[config.mk]
export PLATFORM = sky130hd
export DESIGN_NAME = cache_ctrl_flat
export DESIGN_NICKNAME = d
export VERILOG_FILES = /design/src/rtl/cache_pkg.sv /design/src/rtl/cache_ctrl_if.sv /design/src/rtl/cache_repl.sv /design/src/rtl/cache_ctrl.sv /design/src/flat_wrapper.sv
export SDC_FILE = /design/constraint.sdc
export NUM_CORES = 1
export LEC_CHECK = 0
export ABC_AREA = 1
export CAP_MARGIN = 20
export CORE_MARGIN = 2
export CORE_UTILIZATION = 55
export DETAILED_ROUTE_END_ITERATION = 8
export PLACE_DENSITY = 0.76
export SKIP_CTS_REPAIR_TIMING = 1
export SLEW_MARGIN = 15
export SYNTH_ARGS = -nofsm -noshare
export SYNTH_HDL_FRONTEND = slang
export SYNTH_SLANG_ARGS = --single-unit
[constraint.sdc]
create_clock -name clk -period 2.89 [get_ports clk]
set_clock_uncertainty 0.2 [all_clocks]
set_input_delay 0.578 -clock clk [delete_from_list [all_inputs] [get_ports clk]]
set_output_delay 0.578 -clock clk [all_outputs]
set_load 0.01 [all_outputs]
[src/rtl/cache_pkg.sv]
// Shared types and width helpers for the cache sequencing controller.
package cache_pkg;

    typedef enum logic [2:0] {
        StIdle,
        StLookup,
        StCompare,
        StWriteback,
        StRefill,
        StUpdate,
        StResp
    } ctrl_state_e;

    function automatic int unsigned clog2_min1(input int unsigned n);
        return (n > 1) ? $clog2(n) : 1;
    endfunction

    function automatic int unsigned off_width(input int unsigned line_size);
        return clog2_min1(line_size);
    endfunction

    function automatic int unsigned set_width(input int unsigned num_sets);
        return clog2_min1(num_sets);
    endfunction

    function automatic int unsigned way_width(input int unsigned assoc);
        return clog2_min1(assoc);
    endfunction

    function automatic int unsigned tag_width(input int unsigned addr_w,
                                              input int unsigned num_sets,
                                              input int unsigned line_size);
        return addr_w - set_width(num_sets) - off_width(line_size);
    endfunction

    // Line-aligned byte address {tag, index, zero offset}; caller truncates.
    function automatic logic [63:0] line_addr(input logic [63:0] tag,
                                              input logic [63:0] index,
                                              input int unsigned set_w,
                                              input int unsigned off_w);
        return (tag << (set_w + off_w)) | (index << off_w);
    endfunction

endpackage

[src/rtl/cache_ctrl_if.sv]
// CPU, tag-array, data-array and memory signals of the cache controller.
interface cache_ctrl_if #(
    parameter int unsigned ADDR_WIDTH    = 32,
    parameter int unsigned LINE_SIZE     = 64,
    parameter int unsigned NUM_SETS      = 64,
    parameter int unsigned ASSOCIATIVITY = 4
);
    import cache_pkg::*;

    localparam int unsigned SetW = set_width(NUM_SETS);
    localparam int unsigned WayW = way_width(ASSOCIATIVITY);
    localparam int unsigned TagW = tag_width(ADDR_WIDTH, NUM_SETS, LINE_SIZE);

    logic                  cpu_req_valid;
    logic                  cpu_req_ready;
    logic                  cpu_req_we;
    logic [ADDR_WIDTH-1:0] cpu_req_addr;
    logic                  cpu_resp_valid;
    logic                  cpu_resp_hit;

    logic                  tag_rd_en;
    logic                  tag_wr_en;
    logic                  tag_wr_dirty;
    logic [SetW-1:0]       tag_index;
    logic [TagW-1:0]       tag_tag;
    logic [WayW-1:0]       tag_way;
    logic                  tag_hit;
    logic [WayW-1:0]       tag_hit_way;
    logic                  tag_victim_dirty;
    logic [TagW-1:0]       tag_victim_tag;

    logic                  data_we;
    logic                  data_fill;
    logic [SetW-1:0]       data_index;
    logic [WayW-1:0]       data_way;

    logic                  mem_req_valid;
    logic                  mem_req_we;
    logic [ADDR_WIDTH-1:0] mem_req_addr;
    logic                  mem_req_ack;

    modport master (
        input  cpu_req_valid, cpu_req_we, cpu_req_addr,
        output cpu_req_ready, cpu_resp_valid, cpu_resp_hit,
        output tag_rd_en, tag_wr_en, tag_wr_dirty, tag_index, tag_tag, tag_way,
        input  tag_hit, tag_hit_way, tag_victim_dirty, tag_victim_tag,
        output data_we, data_fill, data_index, data_way,
        output mem_req_valid, mem_req_we, mem_req_addr,
        input  mem_req_ack
    );

    modport slave (
        output cpu_req_valid, cpu_req_we, cpu_req_addr,
        input  cpu_req_ready, cpu_resp_valid, cpu_resp_hit,
        input  tag_rd_en, tag_wr_en, tag_wr_dirty, tag_index, tag_tag, tag_way,
        output tag_hit, tag_hit_way, tag_victim_dirty, tag_victim_tag,
        input  data_we, data_fill, data_index, data_way,
        input  mem_req_valid, mem_req_we, mem_req_addr,
        output mem_req_ack
    );

endinterface

[src/rtl/cache_repl.sv]
// Per-set replacement state: tree pseudo-LRU with CACHE_CTRL_PLRU_EN, else round-robin.
module cache_repl
    import cache_pkg::*;
#(
    parameter int unsigned NUM_SETS      = 64,
    parameter int unsigned ASSOCIATIVITY = 4
) (
    input  logic                                  clk,
    input  logic                                  rst_n,
    input  logic [set_width(NUM_SETS)-1:0]        set_i,
    input  logic                                  touch_i,
    input  logic [way_width(ASSOCIATIVITY)-1:0]   touch_way_i,
    output logic [way_width(ASSOCIATIVITY)-1:0]   victim_o
);
    localparam int unsigned WayW = way_width(ASSOCIATIVITY);

`ifdef CACHE_CTRL_PLRU_EN
    localparam int unsigned NodeN = ASSOCIATIVITY - 1;

    // Heap-ordered tree: node n (root = 1) lives in bit n-1; 0 points toward lower ways.
    logic [NodeN-1:0] tree_q [NUM_SETS];
    logic [NodeN-1:0] cur, tree_d;

    always_comb begin
        int unsigned node;
        logic        b;
        cur  = tree_q[set_i];
        node = 1;
        b    = 1'b0;
        for (int l = 0; l < WayW; l++) begin
            b = 1'b0;
            for (int n = 1; n < ASSOCIATIVITY; n++) if (node == n) b = cur[n-1];
            node = 2 * node + (b ? 1 : 0);
        end
        victim_o = WayW'(node - ASSOCIATIVITY);

        tree_d = cur;
        node   = 1;
        for (int l = 0; l < WayW; l++) begin
            b = touch_way_i[WayW-1-l];
            for (int n = 1; n < ASSOCIATIVITY; n++) if (node == n) tree_d[n-1] = ~b;
            node = 2 * node + (b ? 1 : 0);
        end
    end

    always_ff @(posedge clk) begin
        if (!rst_n) begin
            for (int unsigned s = 0; s < NUM_SETS; s++) tree_q[s] <= '0;
        end else if (touch_i) begin
            tree_q[set_i] <= tree_d;
        end
    end
`else
    logic [WayW-1:0] cnt_q [NUM_SETS];
    logic            unused_touch_way;

    assign unused_touch_way = ^touch_way_i;
    assign victim_o         = cnt_q[set_i];

    always_ff @(posedge clk) begin
        if (!rst_n) begin
            for (int unsigned s = 0; s < NUM_SETS; s++) cnt_q[s] <= '0;
        end else if (touch_i) begin
            cnt_q[set_i] <= cnt_q[set_i] + WayW'(1);
        end
    end
`endif

endmodule

[src/rtl/cache_ctrl.sv]
// Set-associative cache sequencer: lookup, writeback, refill, tag update, response.
// Replacement policy selected by CACHE_CTRL_PLRU_EN (tree PLRU) else round-robin.
module cache_ctrl
    import cache_pkg::*;
#(
    parameter int unsigned ADDR_WIDTH    = 32,
    parameter int unsigned LINE_SIZE     = 64,
    parameter int unsigned NUM_SETS      = 64,
    parameter int unsigned ASSOCIATIVITY = 4
) (
    input logic          clk,
    input logic          rst_n,
    cache_ctrl_if.master bus
);
    localparam int unsigned OffW = off_width(LINE_SIZE);
    localparam int unsigned SetW = set_width(NUM_SETS);
    localparam int unsigned WayW = way_width(ASSOCIATIVITY);
    localparam int unsigned TagW = tag_width(ADDR_WIDTH, NUM_SETS, LINE_SIZE);

`ifdef CACHE_CTRL_PLRU_EN
    localparam bit TouchOnHit = 1'b1;
`else
    localparam bit TouchOnHit = 1'b0;
`endif

    ctrl_state_e           state_q, state_d;
    logic [TagW-1:0]       req_tag_q, req_tag_d, vic_tag_q, vic_tag_d;
    logic [SetW-1:0]       req_idx_q, req_idx_d;
    logic [WayW-1:0]       victim_q, victim_d;
    logic                  req_we_q, req_we_d, hit_q, hit_d;

    // Last driven values of the address-like outputs, held while idle.
    logic [SetW-1:0]       tag_index_q, data_index_q;
    logic [TagW-1:0]       tag_tag_q;
    logic [WayW-1:0]       tag_way_q, data_way_q;
    logic                  tag_wr_dirty_q, data_fill_q, mem_we_q;
    logic [ADDR_WIDTH-1:0] mem_addr_q;

    logic [SetW-1:0]       cpu_idx, repl_set;
    logic [TagW-1:0]       cpu_tag;
    logic                  repl_touch, unused_off;
    logic [WayW-1:0]       repl_touch_way, repl_victim;

    assign cpu_idx    = bus.cpu_req_addr[OffW +: SetW];
    assign cpu_tag    = bus.cpu_req_addr[OffW+SetW +: TagW];
    assign unused_off = ^bus.cpu_req_addr[OffW-1:0];
    assign repl_set   = (state_q == StIdle) ? cpu_idx : req_idx_q;

    cache_repl #(
        .NUM_SETS      (NUM_SETS),
        .ASSOCIATIVITY (ASSOCIATIVITY)
    ) u_repl (
        .clk         (clk),
        .rst_n       (rst_n),
        .set_i       (repl_set),
        .touch_i     (repl_touch),
        .touch_way_i (repl_touch_way),
        .victim_o    (repl_victim)
    );

    always_comb begin
        state_d   = state_q;
        req_tag_d = req_tag_q;
        req_idx_d = req_idx_q;
        req_we_d  = req_we_q;
        victim_d  = victim_q;
        vic_tag_d = vic_tag_q;
        hit_d     = hit_q;

        bus.cpu_req_ready  = 1'b0;
        bus.cpu_resp_valid = 1'b0;
        bus.cpu_resp_hit   = 1'b0;
        bus.tag_rd_en      = 1'b0;
        bus.tag_wr_en      = 1'b0;
        bus.tag_wr_dirty   = tag_wr_dirty_q;
        bus.tag_index      = tag_index_q;
        bus.tag_tag        = tag_tag_q;
        bus.tag_way        = tag_way_q;
        bus.data_we        = 1'b0;
        bus.data_fill      = data_fill_q;
        bus.data_index     = data_index_q;
        bus.data_way       = data_way_q;
        bus.mem_req_valid  = 1'b0;
        bus.mem_req_we     = mem_we_q;
        bus.mem_req_addr   = mem_addr_q;
        repl_touch         = 1'b0;
        repl_touch_way     = victim_q;

        unique case (state_q)
            StIdle: begin
                bus.cpu_req_ready = 1'b1;
                if (bus.cpu_req_valid) begin
                    req_tag_d = cpu_tag;
                    req_idx_d = cpu_idx;
                    req_we_d  = bus.cpu_req_we;
                    victim_d  = repl_victim;
                    state_d   = StLookup;
                end
            end
            StLookup: begin
                bus.tag_rd_en = 1'b1;
                bus.tag_index = req_idx_q;
                bus.tag_tag   = req_tag_q;
                bus.tag_way   = victim_q;
                state_d       = StCompare;
            end
            StCompare: begin
                if (bus.tag_hit) begin
                    hit_d          = 1'b1;
                    repl_touch     = TouchOnHit;
                    repl_touch_way = bus.tag_hit_way;
                    if (req_we_q) begin
                        bus.tag_wr_en    = 1'b1;
                        bus.tag_wr_dirty = 1'b1;
                        bus.tag_index    = req_idx_q;
                        bus.tag_tag      = req_tag_q;
                        bus.tag_way      = bus.tag_hit_way;
                        bus.data_we      = 1'b1;
                        bus.data_fill    = 1'b0;
                        bus.data_index   = req_idx_q;
                        bus.data_way     = bus.tag_hit_way;
                    end
                    state_d = StResp;
                end else begin
                    hit_d     = 1'b0;
                    vic_tag_d = bus.tag_victim_tag;
                    state_d   = bus.tag_victim_dirty ? StWriteback : StRefill;
                end
            end
            StWriteback: begin
                bus.mem_req_valid = 1'b1;
                bus.mem_req_we    = 1'b1;
                bus.mem_req_addr  = ADDR_WIDTH'(line_addr(64'(vic_tag_q), 64'(req_idx_q),
                                                          SetW, OffW));
                if (bus.mem_req_ack) state_d = StRefill;
            end
            StRefill: begin
                bus.mem_req_valid = 1'b1;
                bus.mem_req_we    = 1'b0;
                bus.mem_req_addr  = ADDR_WIDTH'(line_addr(64'(req_tag_q), 64'(req_idx_q),
                                                          SetW, OffW));
                if (bus.mem_req_ack) begin
                    bus.data_we    = 1'b1;
                    bus.data_fill  = 1'b1;
                    bus.data_index = req_idx_q;
                    bus.data_way   = victim_q;
                    state_d        = StUpdate;
                end
            end
            StUpdate: begin
                bus.tag_wr_en    = 1'b1;
                bus.tag_wr_dirty = req_we_q;
                bus.tag_index    = req_idx_q;
                bus.tag_tag      = req_tag_q;
                bus.tag_way      = victim_q;
                if (req_we_q) begin
                    bus.data_we    = 1'b1;
                    bus.data_fill  = 1'b0;
                    bus.data_index = req_idx_q;
                    bus.data_way   = victim_q;
                end
                repl_touch     = 1'b1;
                repl_touch_way = victim_q;
                state_d        = StResp;
            end
            StResp: begin
                bus.cpu_resp_valid = 1'b1;
                bus.cpu_resp_hit   = hit_q;
                state_d            = StIdle;
            end
            default: state_d = StIdle;
        endcase

        // Reset silences every strobe in the same cycle, abandoning any request.
        if (!rst_n) begin
            bus.cpu_req_ready  = 1'b0;
            bus.cpu_resp_valid = 1'b0;
            bus.cpu_resp_hit   = 1'b0;
            bus.tag_rd_en      = 1'b0;
            bus.tag_wr_en      = 1'b0;
            bus.data_we        = 1'b0;
            bus.mem_req_valid  = 1'b0;
            repl_touch         = 1'b0;
        end
    end

    always_ff @(posedge clk) begin
        if (!rst_n) begin
            state_q        <= StIdle;
            req_tag_q      <= '0;
            req_idx_q      <= '0;
            req_we_q       <= 1'b0;
            victim_q       <= '0;
            vic_tag_q      <= '0;
            hit_q          <= 1'b0;
            tag_index_q    <= '0;
            tag_tag_q      <= '0;
            tag_way_q      <= '0;
            tag_wr_dirty_q <= 1'b0;
            data_index_q   <= '0;
            data_way_q     <= '0;
            data_fill_q    <= 1'b0;
            mem_we_q       <= 1'b0;
            mem_addr_q     <= '0;
        end else begin
            state_q        <= state_d;
            req_tag_q      <= req_tag_d;
            req_idx_q      <= req_idx_d;
            req_we_q       <= req_we_d;
            victim_q       <= victim_d;
            vic_tag_q      <= vic_tag_d;
            hit_q          <= hit_d;
            tag_index_q    <= bus.tag_index;
            tag_tag_q      <= bus.tag_tag;
            tag_way_q      <= bus.tag_way;
            tag_wr_dirty_q <= bus.tag_wr_dirty;
            data_index_q   <= bus.data_index;
            data_way_q     <= bus.data_way;
            data_fill_q    <= bus.data_fill;
            mem_we_q       <= bus.mem_req_we;
            mem_addr_q     <= bus.mem_req_addr;
        end
    end

endmodule

[src/flat_wrapper.sv]
// flat-port wrapper written by rule: the top's interface ports become plain ports
module cache_ctrl_flat import cache_pkg::*;
#(
    parameter int unsigned ADDR_WIDTH    = 32,
    parameter int unsigned LINE_SIZE     = 64,
    parameter int unsigned NUM_SETS      = 64,
    parameter int unsigned ASSOCIATIVITY = 4
)
  (clk, rst_n, bus_cpu_req_valid, bus_cpu_req_we, bus_cpu_req_addr, bus_cpu_req_ready, bus_cpu_resp_valid, bus_cpu_resp_hit, bus_tag_rd_en, bus_tag_wr_en, bus_tag_wr_dirty, bus_tag_index, bus_tag_tag, bus_tag_way, bus_tag_hit, bus_tag_hit_way, bus_tag_victim_dirty, bus_tag_victim_tag, bus_data_we, bus_data_fill, bus_data_index, bus_data_way, bus_mem_req_valid, bus_mem_req_we, bus_mem_req_addr, bus_mem_req_ack);
  cache_ctrl_if #(.ADDR_WIDTH(ADDR_WIDTH), .LINE_SIZE(LINE_SIZE), .NUM_SETS(NUM_SETS), .ASSOCIATIVITY(ASSOCIATIVITY)) bus_i ();
  input logic clk;
  input logic rst_n;
  input wire logic [$bits(bus_i.cpu_req_valid)-1:0] bus_cpu_req_valid;
  input wire logic [$bits(bus_i.cpu_req_we)-1:0] bus_cpu_req_we;
  input wire logic [$bits(bus_i.cpu_req_addr)-1:0] bus_cpu_req_addr;
  output wire logic [$bits(bus_i.cpu_req_ready)-1:0] bus_cpu_req_ready;
  output wire logic [$bits(bus_i.cpu_resp_valid)-1:0] bus_cpu_resp_valid;
  output wire logic [$bits(bus_i.cpu_resp_hit)-1:0] bus_cpu_resp_hit;
  output wire logic [$bits(bus_i.tag_rd_en)-1:0] bus_tag_rd_en;
  output wire logic [$bits(bus_i.tag_wr_en)-1:0] bus_tag_wr_en;
  output wire logic [$bits(bus_i.tag_wr_dirty)-1:0] bus_tag_wr_dirty;
  output wire logic [$bits(bus_i.tag_index)-1:0] bus_tag_index;
  output wire logic [$bits(bus_i.tag_tag)-1:0] bus_tag_tag;
  output wire logic [$bits(bus_i.tag_way)-1:0] bus_tag_way;
  input wire logic [$bits(bus_i.tag_hit)-1:0] bus_tag_hit;
  input wire logic [$bits(bus_i.tag_hit_way)-1:0] bus_tag_hit_way;
  input wire logic [$bits(bus_i.tag_victim_dirty)-1:0] bus_tag_victim_dirty;
  input wire logic [$bits(bus_i.tag_victim_tag)-1:0] bus_tag_victim_tag;
  output wire logic [$bits(bus_i.data_we)-1:0] bus_data_we;
  output wire logic [$bits(bus_i.data_fill)-1:0] bus_data_fill;
  output wire logic [$bits(bus_i.data_index)-1:0] bus_data_index;
  output wire logic [$bits(bus_i.data_way)-1:0] bus_data_way;
  output wire logic [$bits(bus_i.mem_req_valid)-1:0] bus_mem_req_valid;
  output wire logic [$bits(bus_i.mem_req_we)-1:0] bus_mem_req_we;
  output wire logic [$bits(bus_i.mem_req_addr)-1:0] bus_mem_req_addr;
  input wire logic [$bits(bus_i.mem_req_ack)-1:0] bus_mem_req_ack;
  assign bus_i.cpu_req_valid = bus_cpu_req_valid;
  assign bus_i.cpu_req_we = bus_cpu_req_we;
  assign bus_i.cpu_req_addr = bus_cpu_req_addr;
  assign bus_cpu_req_ready = bus_i.cpu_req_ready;
  assign bus_cpu_resp_valid = bus_i.cpu_resp_valid;
  assign bus_cpu_resp_hit = bus_i.cpu_resp_hit;
  assign bus_tag_rd_en = bus_i.tag_rd_en;
  assign bus_tag_wr_en = bus_i.tag_wr_en;
  assign bus_tag_wr_dirty = bus_i.tag_wr_dirty;
  assign bus_tag_index = bus_i.tag_index;
  assign bus_tag_tag = bus_i.tag_tag;
  assign bus_tag_way = bus_i.tag_way;
  assign bus_i.tag_hit = bus_tag_hit;
  assign bus_i.tag_hit_way = bus_tag_hit_way;
  assign bus_i.tag_victim_dirty = bus_tag_victim_dirty;
  assign bus_i.tag_victim_tag = bus_tag_victim_tag;
  assign bus_data_we = bus_i.data_we;
  assign bus_data_fill = bus_i.data_fill;
  assign bus_data_index = bus_i.data_index;
  assign bus_data_way = bus_i.data_way;
  assign bus_mem_req_valid = bus_i.mem_req_valid;
  assign bus_mem_req_we = bus_i.mem_req_we;
  assign bus_mem_req_addr = bus_i.mem_req_addr;
  assign bus_i.mem_req_ack = bus_mem_req_ack;
  cache_ctrl #(.ADDR_WIDTH(ADDR_WIDTH), .LINE_SIZE(LINE_SIZE), .NUM_SETS(NUM_SETS), .ASSOCIATIVITY(ASSOCIATIVITY)) u_core (.clk(clk), .rst_n(rst_n), .bus(bus_i));
endmodule
==> results.yml, run 1 <==
yosys:
  synth_simple_gate_area_frac: 0.264
  synth_edf_count: 128
  ys.flop_type: "edfxtp_1"
  synthCells: 1502
  avgSynthCellArea_sq_um: 8.23
  ys_types: 39
  yosysSeqAreaShare: 0.512
  synth_top_family_by_area: "simple AND/OR/NAND/NOR gates"
  synth_area_sq_um: 12400
  synth_compound_area_frac: 0.128
  synthAdderAreaFrac: 0
  synth_seq_cells: 252
  synth.area.mux_share: 0
  synthXorXnorAreaFrac: 0
  yosysWarnings: 0
  synthArstFlopShare: 0
  yosysTopAreaCellShare: 0.311
  synth_area_leaders: "edfxtp_1, dfxtp_1, nand2_1, nor2_1, a21oi_2"
  yosys.area.top_type: "edfxtp_1"
  synthesis.nets: 1563
die:
  die_area_sq_um: 23700
  core.rowCount: 54
  start_util: 0.563
  die_width_um: 154
  core_sq_um: 22000
  die_y_um: 154
  ios: 139
cts:
  clk_path_buf_depth: 3
  path_clk_slew_ns: 0.07
  clock_latency_ns: 0.53
  cts_sinks: 252
  clock-root-buffer: "clkbuf_16"
  cts_tree: "yes"
  cts_buffers: 27
  ctsHtreeMaxLevel: 1
sta:
  fmax_ghz: 0.308
  holdWs_ns: 0.173
  slew_headroom: 0.393
  setup_slack_ns: -0.357
  finalSetupViolations: 176
  fin_crit_ns: 3.25
  rsz0062_at_grt: "yes"
  report.final.slew_viol_count: 0
  tightest_slew_ns: 0.910
  finalHoldViolations: 0
  min_period_over_period: 1.12
final_layout:
  area_growth_pct: 31.9
  drive_gt1_frac: 0.213
  fin_nets: 1807
  final_cells: 2048
power_and_ir_drop:
  p_int_mw: 11.2
  leakage_nw: 7.60
  p_comb_frac: 0.604
  clockPowerShare: 0.176
  peakVddDrop_uv: 1260
  p_per_area_nw_per_um2: 1210
  seqPwrFrac: 0.219
  power_mw: 19.7
  power.switching_mw: 8.47
  swShare: 0.430
route:
  dr.pass1.iters: 5
  ant_nets: 0
  totalWireLength_mm: 35.8
  drt_iter0_drc: 940
  routedWlPerCell_um: 17.5
  drc_errors: 0
  vias: 11247
  vias_per_cell: 5.49
global_routing:
  grt_max_degree: 75
  grt.overflow.total: 0
  grt_pass1_wl_mm: 52.0
  antenna_found_initial: 2
  grtUsageTotal: 0.273
  grt_pass1_vias: 10492
status:
  status: "finished with violations"
  violations: "setup timing"
placement:
  dp_slack_ns: -0.472
  placed_cells: 1974
  hpwl_mm: 22.4
  port_buffers: 132
  gp_congestion: 0.852
run:
  cap_violations: 0
critical_path:
  end_kind: "output port"
  cp_max_fo: 3
  crit_arrival_ns: 2.47
  critPathLaunchType: "flip-flop"
  crit_type: "reg2out"
  crit_required_ns: 2.11
min_path:
  hold_class: "in2reg"
==> layout make-up <==
type | instances | area [sq um]
Sequential cell | 252 | 6330
Fill cell | 1533 | 5650
Multi-Input combinational cell | 1017 | 5000
Timing Repair Buffer | 296 | 3150
Clock buffer | 34 | 733
Inverter | 151 | 574
Tap cell | 280 | 350
Clock inverter | 15 | 150
Timing Repair inverter | 1 | 7.51
Antenna cell | 2 | 5.00
==> state kept, by name, indices dropped and copies added, names as in the netlist <==
| signal | cells |
|---|---|
| u_core.data_fill_q | 1 |
| u_core.req_tag_q | 20 |
| u_core.tag_way_q | 2 |
| u_core.hit_q | 1 |
| u_core.tag_tag_q | 20 |
| u_core.mem_addr_q | 32 |
| u_core.tag_index_q | 6 |
| u_core.victim_q | 2 |
| u_core.data_index_q | 6 |
| u_core.tag_wr_dirty_q | 1 |
| u_core.data_way_q | 2 |
| u_core.mem_we_q | 1 |
| u_core.req_we_q | 1 |
| u_core.vic_tag_q | 20 |
| u_core.u_repl.cnt_q | 128 |
| u_core.state_q | 3 |
| u_core.req_idx_q | 6 |
==> worst max-delay path: stages (launching register included) <==
cell,delay (ns)
dfxtp_2,0.37
inv_1,0.09
nor2_1,0.15
inv_1,0.10
nor2_2,0.19
inv_2,0.07
nor2_4,0.12
buf_4,0.13
inv_1,0.06
nand2_1,0.09
inv_1,0.06
a221o_1,0.36
clkbuf_2,0.15
==> cells in the final DEF (no fill, tap or decap), types with 3 or more instances in the layout <==
cell             synthesis  final
a211oi_1                 3      3
a21oi_1                 63     62
a21oi_2                 60     60
buf_12                   7     25
buf_2                    0      4
buf_4                   15    118
buf_6                   18     13
bufinv_16                0      3
clkbuf_1                42      5
clkbuf_16                0     37
clkbuf_2                 0      7
clkdlybuf4s50_1          0     72
clkinv_1                 3      6
clkinv_2                 0      6
clkinvlp_4               0      3
dfxtp_1                124    121
dlymetal6s2s_1           0     47
edfxtp_1               128    128
inv_1                  139    135
inv_2                    9     12
nand2_1                423    419
nand2_2                  6     10
nand2_4                  6      5
nand2_8                  4      6
nand3_1                 68     66
nor2_1                 207    194
nor2_2                   4     12
nor2_4                   5     10
nor3_1                  11     10
o21a_1                  25     25
o21ai_0                 84     68
o21ai_1                  2     15
o21ai_2                  2      5
or2_2                   25     25
==> routing by layer <==
layer | part of all wire | wire, um | global-route usage | vias to the layer above
li1 | - | - | - | 5329
met3 | 0.080 | 2870 | 0.0341 | 95
met1 | 0.41 | 14500 | 0.361 | 5313
met4 | 0.032 | 1160 | 0.0926 | 0
met2 | 0.48 | 17300 | 0.468 | 510
met5 | 0 | 0 | 0 | -
==> through the flow <==
| step | TNS (ns) | util | instance area, sq um |
|---|---|---|---|
| after floorplan | 0 | - | 12400 |
| after global placement | -62.70 | 0.672 | 14800 |
| after detailed placement | -68.29 | 0.672 | 14800 |
| after CTS | -37.30 | 0.712 | 15600 |
| after global routing | -50.46 | 0.743 | 16300 |
| final | -28.07 | 0.743 | 16300 |
==> power by group through the flow <==
stage	Sequential (mW)	Combinational (mW)	Clock (mW)
finish	4.32	11.9	3.48
global route	4.36	12.5	3.65
CTS	4.31	9.72	3.50
detailed placement	4.38	9.63	0
global placement	4.36	9.55	0
floorplan	4.33	6.54	0
==> path summary, 6_finish.rpt <==
path / startpoint / to / slack (ns) / cells past startpoint
min reg2reg: u_core.mem_addr_q[0]$_SDFF_PN0_ / u_core.mem_addr_q[0]$_SDFF_PN0_ / 0.24 / 2
max: u_core.state_q[1]$_SDFFE_PN0P_ / bus_data_way[1] / -0.36 / 12
max reg2reg: u_core.state_q[1]$_SDFFE_PN0P_ / u_core.u_repl.cnt_q[1][1]$_SDFFCE_PN0P_ / -0.17 / 17
min: rst_n / u_core.data_fill_q$_SDFF_PN0_ / 0.17 / 2
==> cell usage after synthesis (all sizes together) (2+ instances only) <==
master and number:
nand3b 2, o21ai 88, o31ai 2, inv 148, clkbuf 42, a31oi 3, nand2 439, edfxtp 128
o21a 25, dfxtp 124, a22oi 2, or2 25, clkinv 3, nand3 69, a211oi 3, a21oi 123
nor3 11, buf 41, nor2 218
==> kinds of logic (layout without fill, tap and decap cells) <==
logic type	after synthesis	in the layout
DFF	252	252
AOI/OAI and AO/OA	250	250
and+or+nand+nor	766	767
other	0	2
buffers and inverters	234	497
Power figures use the tool's default switching activity.
==> run 2: changes to the inputs <==
- CORE_UTILIZATION: 55 -> 40
- PLACE_DENSITY: 0.76 -> 0.58
==> run 2 against run 1 <==
Register-to-register slack got worse by 0.09 ns. Count of clock-buffer cells in the layout rose by 9. The run still ends with setup timing left. Via count fell by 2.2%. Critical path depth rose by 8. Clock power rose by 5.7%. Sequential power barely moved. Power rose by 4.3%. Routed wire length rose by 3.5%. Cell count rose by 8.7%.
==> results.yml, run 2 (synthesis results as in run 1) <==
final_layout:
  fin_nets: 1871
  fin_util: 0.557
  largest_register_ffs: 128
  final_common_cell: "nand2_1"
  drive_gt1_frac: 0.268
  layout_common_cells: "nand2_1, nor2_1, buf_4"
  reg_top3: "u_core.u_repl.cnt_q x128, u_core.mem_addr_q x32"
  nFillCells: 2774
  fin_area_sq_um: 17000
  area_growth_pct: 37.4
  diodes: 0
  regMostFlops: "u_core.u_repl.cnt_q"
critical_path:
  crit_required_ns: 3.10
  cpPeakStageDelay_ns: 0.36
  crit_cells: 20
  critPathSlowestCell: "dfxtp_4"
  crit_chain: "nor2_4, buf_6, buf_6, nand2_4, buf_4, nand2_4, nand2_8, buf_4, nand2_1, nand2_2, nor2_2, nor2_1, nand2_2, inv_1, nor2_1, nand2_1, nor2_2, nand2_8, clkbuf_16, a21oi_2"
  reg2regPathDepth: 20
  critPathLaunchType: "flip-flop"
  cp_top_family: "simple AND/OR/NAND/NOR gates"
  end_kind: "flip-flop"
  cp_max_fo: 12
  crit_type: "reg2reg"
  cp_num_buf_inv: 6
  crit_arrival_ns: 3.36
power_and_ir_drop:
  leakage_nw: 7.72
  seqPwrFrac: 0.210
  power_mw: 20.6
  p_int_mw: 11.8
  swShare: 0.427
  power.switching_mw: 8.79
  p_comb_frac: 0.611
  clockPowerShare: 0.179
  peakVddDrop_uv: 839
  p_per_area_nw_per_um2: 1210
status:
  status: "finished with violations"
  violations: "setup timing"
cts:
  cts_tree: "yes"
  path_clk_slew_ns: 0.06
  ctsHtreeMaxLevel: 1
  clock-root-buffer: "clkbuf_16"
  cts_sinks: 252
  cts_buffers: 30
  clk_path_buf_depth: 3
  clock_latency_ns: 0.55
route:
  totalWireLength_mm: 37.1
  vias: 10995
  routedWlPerCell_um: 16.6
  drt_iter0_drc: 864
  dr.pass1.iters: 7
  drc_errors: 0
  vias_per_cell: 4.94
  ant_nets: 0
global_routing:
  grt_pass1_vias: 10354
  grtUsageTotal: 0.207
  grt_most_used_layer: "met2"
  grt_pass1_wl_mm: 54.2
  use_met2: 0.353
  grt_max_degree: 80
  grtUsageMet1: 0.283
  use_met3: 0.0245
  grt.overflow.total: 0
  antenna_found_initial: 0
sta:
  finalHoldViolations: 0
  slew_headroom: 0.422
  fmax_ghz: 0.318
  min_period_over_period: 1.09
  report.final.slew_viol_count: 0
  rsz0062_at_grt: "yes"
  finalSetupViolations: 163
  setup_slack_ns: -0.256
  fin_crit_ns: 3.15
  tightest_slew_ns: 0.867
  holdWs_ns: 0.222
placement:
  dp_slack_ns: -0.488
  hpwl_mm: 23.7
  gp_congestion: 0.808
  place_area_sq_um: 15400
  port_buffers: 132
run:
  cap_violations: 0
min_path:
  hold_class: "in2reg"
  hold_depth: 3
die:
  start_util: 0.405
  die_width_um: 180
  die_y_um: 180
  core.rowCount: 64
  ios: 139
  die_area_sq_um: 32300
  core_sq_um: 30500
==> run 2: changes by cell type in the layout (fill, tap and decap cells not counted), moves of 7 or more <==
cell	delta
dlymetal6s2s_1	-20
nand2_1	-9
buf_4	+57
clkdlybuf4s50_1	-9
clkbuf_2	+22
nand2_2	+7
==> run 2: layout make-up <==
cell class,instances,area (sq um),share of cell area
sequential,252,6330,0.373
multi-input combinational,1018,5120,0.302
timing repair buffer,357,3500,0.206
clock buffer,43,866,0.0510
inverter,151,569,0.0335
tap,396,495,0.0292
clock inverter,10,96.3,0.00567
==> run 2: per-stage QoR <==
step	instances	setup TNS [ns]
after floorplan	1502	0
after CTS	2195	-42.79
final	2227	-25.90
after global routing	2227	-49.97
after detailed placement	2142	-65.98
after global placement	2142	-64.93
==> run 2: final timing paths <==
check	endpoint	from	slack (ns)
max	u_core.u_repl.cnt_q[11][1]$_SDFFCE_PN0P_	u_core.state_q[1]$_SDFFE_PN0P_	-0.26
min	u_core.state_q[2]$_SDFFE_PN0P_	rst_n	0.22
max reg2reg	u_core.u_repl.cnt_q[11][1]$_SDFFCE_PN0P_	u_core.state_q[1]$_SDFFE_PN0P_	-0.26
min reg2reg	u_core.mem_addr_q[5]$_SDFF_PN0_	u_core.mem_addr_q[5]$_SDFF_PN0_	0.24
==> run 2: worst register-to-register path: cells and delay by family (launching register included) <==
family	cells	cell delay, ns
AO/OA/AOI/OAI	1	0.13
buffers and inverters	6	0.88
AND/OR/NAND/NOR	13	1.45
flip-flops	1	0.36
==> run 2: power groups by stage <==
stage / registers, mW / logic [mW] / clock network [mW]
after floorplan: 4.33 / 6.54 / 0
after global placement: 4.38 / 10.3 / 0
after detailed placement: 4.39 / 10.4 / 0
after CTS: 4.32 / 10.4 / 3.75
after global routing: 4.37 / 13.3 / 3.89
final: 4.33 / 12.6 / 3.68
==> run 2: routing by layer <==
layer | up-vias | wire, um
li1 | 5461 | -
met1 | 5205 | 16500
met2 | 283 | 17900
met3 | 46 | 2000
met4 | 0 | 608
met5 | - | 0
==> run 3: changes to the inputs <==
- CORE_MARGIN: 2 -> 5
- SETUP_SLACK_MARGIN: default -> 0.2
==> run 3 against run 2 <==
The flow still finishes with violations (setup timing). Cell count increased by 0.40%. Combinational power increased by 9%. Via count increased by 0.94%. Count of clock-buffer cells in the layout decreased by 2. Setup slack improved by 0.12 ns. Non-clock buffer count increased by 10. Maximum frequency increased by 4.1%. Critical path type unchanged. Largest power group unchanged. Highest routed layer unchanged.
==> results.yml, run 3 (synthesis results as in run 1) <==
critical_path:
  cp_num_buf_inv: 6
  cp_max_fo: 8
  cp_top_family: "simple AND/OR/NAND/NOR gates"
  crit_start: "u_core.state_q[1]$_SDFFE_PN0P_"
  crit_required_ns: 3.00
  reg2regPathDepth: 18
  crit_chain: "nor2_4, buf_6, buf_6, nand3b_1, buf_6, nand2_8, clkbuf_16, nand2_1, nand3_1, nand2_2, nor2_1, nor2_1, nor2_1, nand2_2, nor2_4, buf_6, clkbuf_16, nor2_1"
  critPathLaunchType: "flip-flop"
  r2r_start: "u_core.state_q[1]$_SDFFE_PN0P_"
  critPathSlowestCell: "dfxtp_4"
  cpPeakStageDelay_ns: 0.36
  r2r_end: "u_core.u_repl.cnt_q[50][0]$_SDFFCE_PN0P_"
  regToRegSetupSlack_ns: -0.13
  crit_type: "reg2reg"
  crit_arrival_ns: 3.14
  end_kind: "flip-flop"
sta:
  fmax_ghz: 0.331
  tightest_slew_ns: 0.824
  report.final.slew_viol_count: 0
  finalHoldViolations: 0
  fin_crit_ns: 3.02
  rsz0062_at_grt: "yes"
  min_period_over_period: 1.05
  slew_headroom: 0.451
  finalSetupViolations: 162
  setup_slack_ns: -0.132
min_path:
  hold_class: "in2reg"
  holdCritStartpoint: "rst_n"
  whs_endpoint: "u_core.state_q[2]$_SDFFE_PN0P_"
  hold_depth: 3
die:
  ios: 139
  core.rowCount: 64
  die_width_um: 186
  die_area_sq_um: 34500
  die_y_um: 186
  start_util: 0.404
  core_sq_um: 30600
global_routing:
  grt_pass1_vias: 10342
  grt.overflow.total: 0
  antenna_found_initial: 0
  grt_pass1_wl_mm: 54.9
  grt_max_degree: 77
  grtUsageTotal: 0.199
placement:
  placed_cells: 2120
  port_buffers: 132
  dp_slack_ns: -0.489
  place_area_sq_um: 15200
  hpwl_mm: 24.2
  gp_congestion: 0.845
power_and_ir_drop:
  peakVddDrop_uv: 930
  leakage_nw: 7.70
  p_per_area_nw_per_um2: 1230
final_layout:
  final_common_cell: "nand2_1"
  regMostFlops: "u_core.u_repl.cnt_q"
  fin_nets: 1879
  reg_top3: "u_core.u_repl.cnt_q x128, u_core.mem_addr_q x32"
  area_growth_pct: 42.5
  final_cells: 2236
  nFillCells: 2741
  fin_area_sq_um: 17600
  diodes: 0
  layout_common_cells: "nand2_1, buf_4, nor2_1"
  drive_gt1_frac: 0.342
  largest_register_ffs: 128
route:
  vias_per_cell: 4.96
  drc_errors: 0
  routedWlPerCell_um: 17.5
  dr.pass1.iters: 5
  drt_iter0_drc: 839
  ant_nets: 0
  totalWireLength_mm: 39.1
  vias: 11098
status:
  violations: "setup timing"
  status: "finished with violations"
cts:
  clk_path_buf_depth: 3
  cts_tree: "yes"
  cts_sinks: 252
  cts_buffers: 29
  path_clk_slew_ns: 0.06
  ctsHtreeMaxLevel: 1
  clock_latency_ns: 0.56
  clock-root-buffer: "clkbuf_16"
run:
  cap_violations: 0
-- run 3: metrics by stage --
step	power (mW)	utilization	TNS, ns	hold WS (ns)
after global routing	22.6	0.576	-36.32	0.236
after CTS	18.1	0.526	-42.64	0.194
after floorplan	10.9	-	0	0.221
final	21.7	0.576	-13.26	0.210
after detailed placement	14.4	0.496	-73.59	0.234
after global placement	14.4	0.496	-66.98	0.231
-- run 3: worst min-delay path, delay by kind of cell --
family,cells,cell delay [ns]
compound gates,1,0.09
simple gates,1,0.13
buf+inv,1,0.13
-- run 3: final cells by class --
type / instances / area, sq um / area share
clock buffer: 41 / 831 / 0.0472
clock inverter: 12 / 109 / 0.00618
inverter: 151 / 586 / 0.0332
multi-input combinational: 1017 / 5580 / 0.317
sequential: 252 / 6330 / 0.360
tap: 396 / 495 / 0.0281
timing repair buffer: 367 / 3680 / 0.209
-- run 3: power breakdown --
group	switching, mW	internal (mW)	total [mW]
sequential	0.209	4.15	4.36
clock	1.51	2.10	3.61
combinational	7.73	5.96	13.7
-- run 3: how the worst max path moves through the flow --
stage | endpoint | slack, ns | cells after the start
after global routing | u_core.u_repl.cnt_q[57][1]$_SDFFCE_PN0P_ | -0.27 | 18
after floorplan | bus_tag_index[1] | 0.29 | 11
final | u_core.u_repl.cnt_q[50][0]$_SDFFCE_PN0P_ | -0.13 | 18
after detailed placement | u_core.u_repl.cnt_q[2][1]$_SDFFCE_PN0P_ | -0.49 | 14
after global placement | u_core.u_repl.cnt_q[0][1]$_SDFFCE_PN0P_ | -0.44 | 14
after CTS | bus_tag_tag[1] | -0.76 | 12
-- run 3: metal layers --
layer	vias to the layer above	wire length, um	track usage
met1	5204	16800	0.266
li1	5477	-	-
met4	0	818	0.0522
met3	73	2430	0.0291
met2	344	19100	0.341
met5	-	0	0
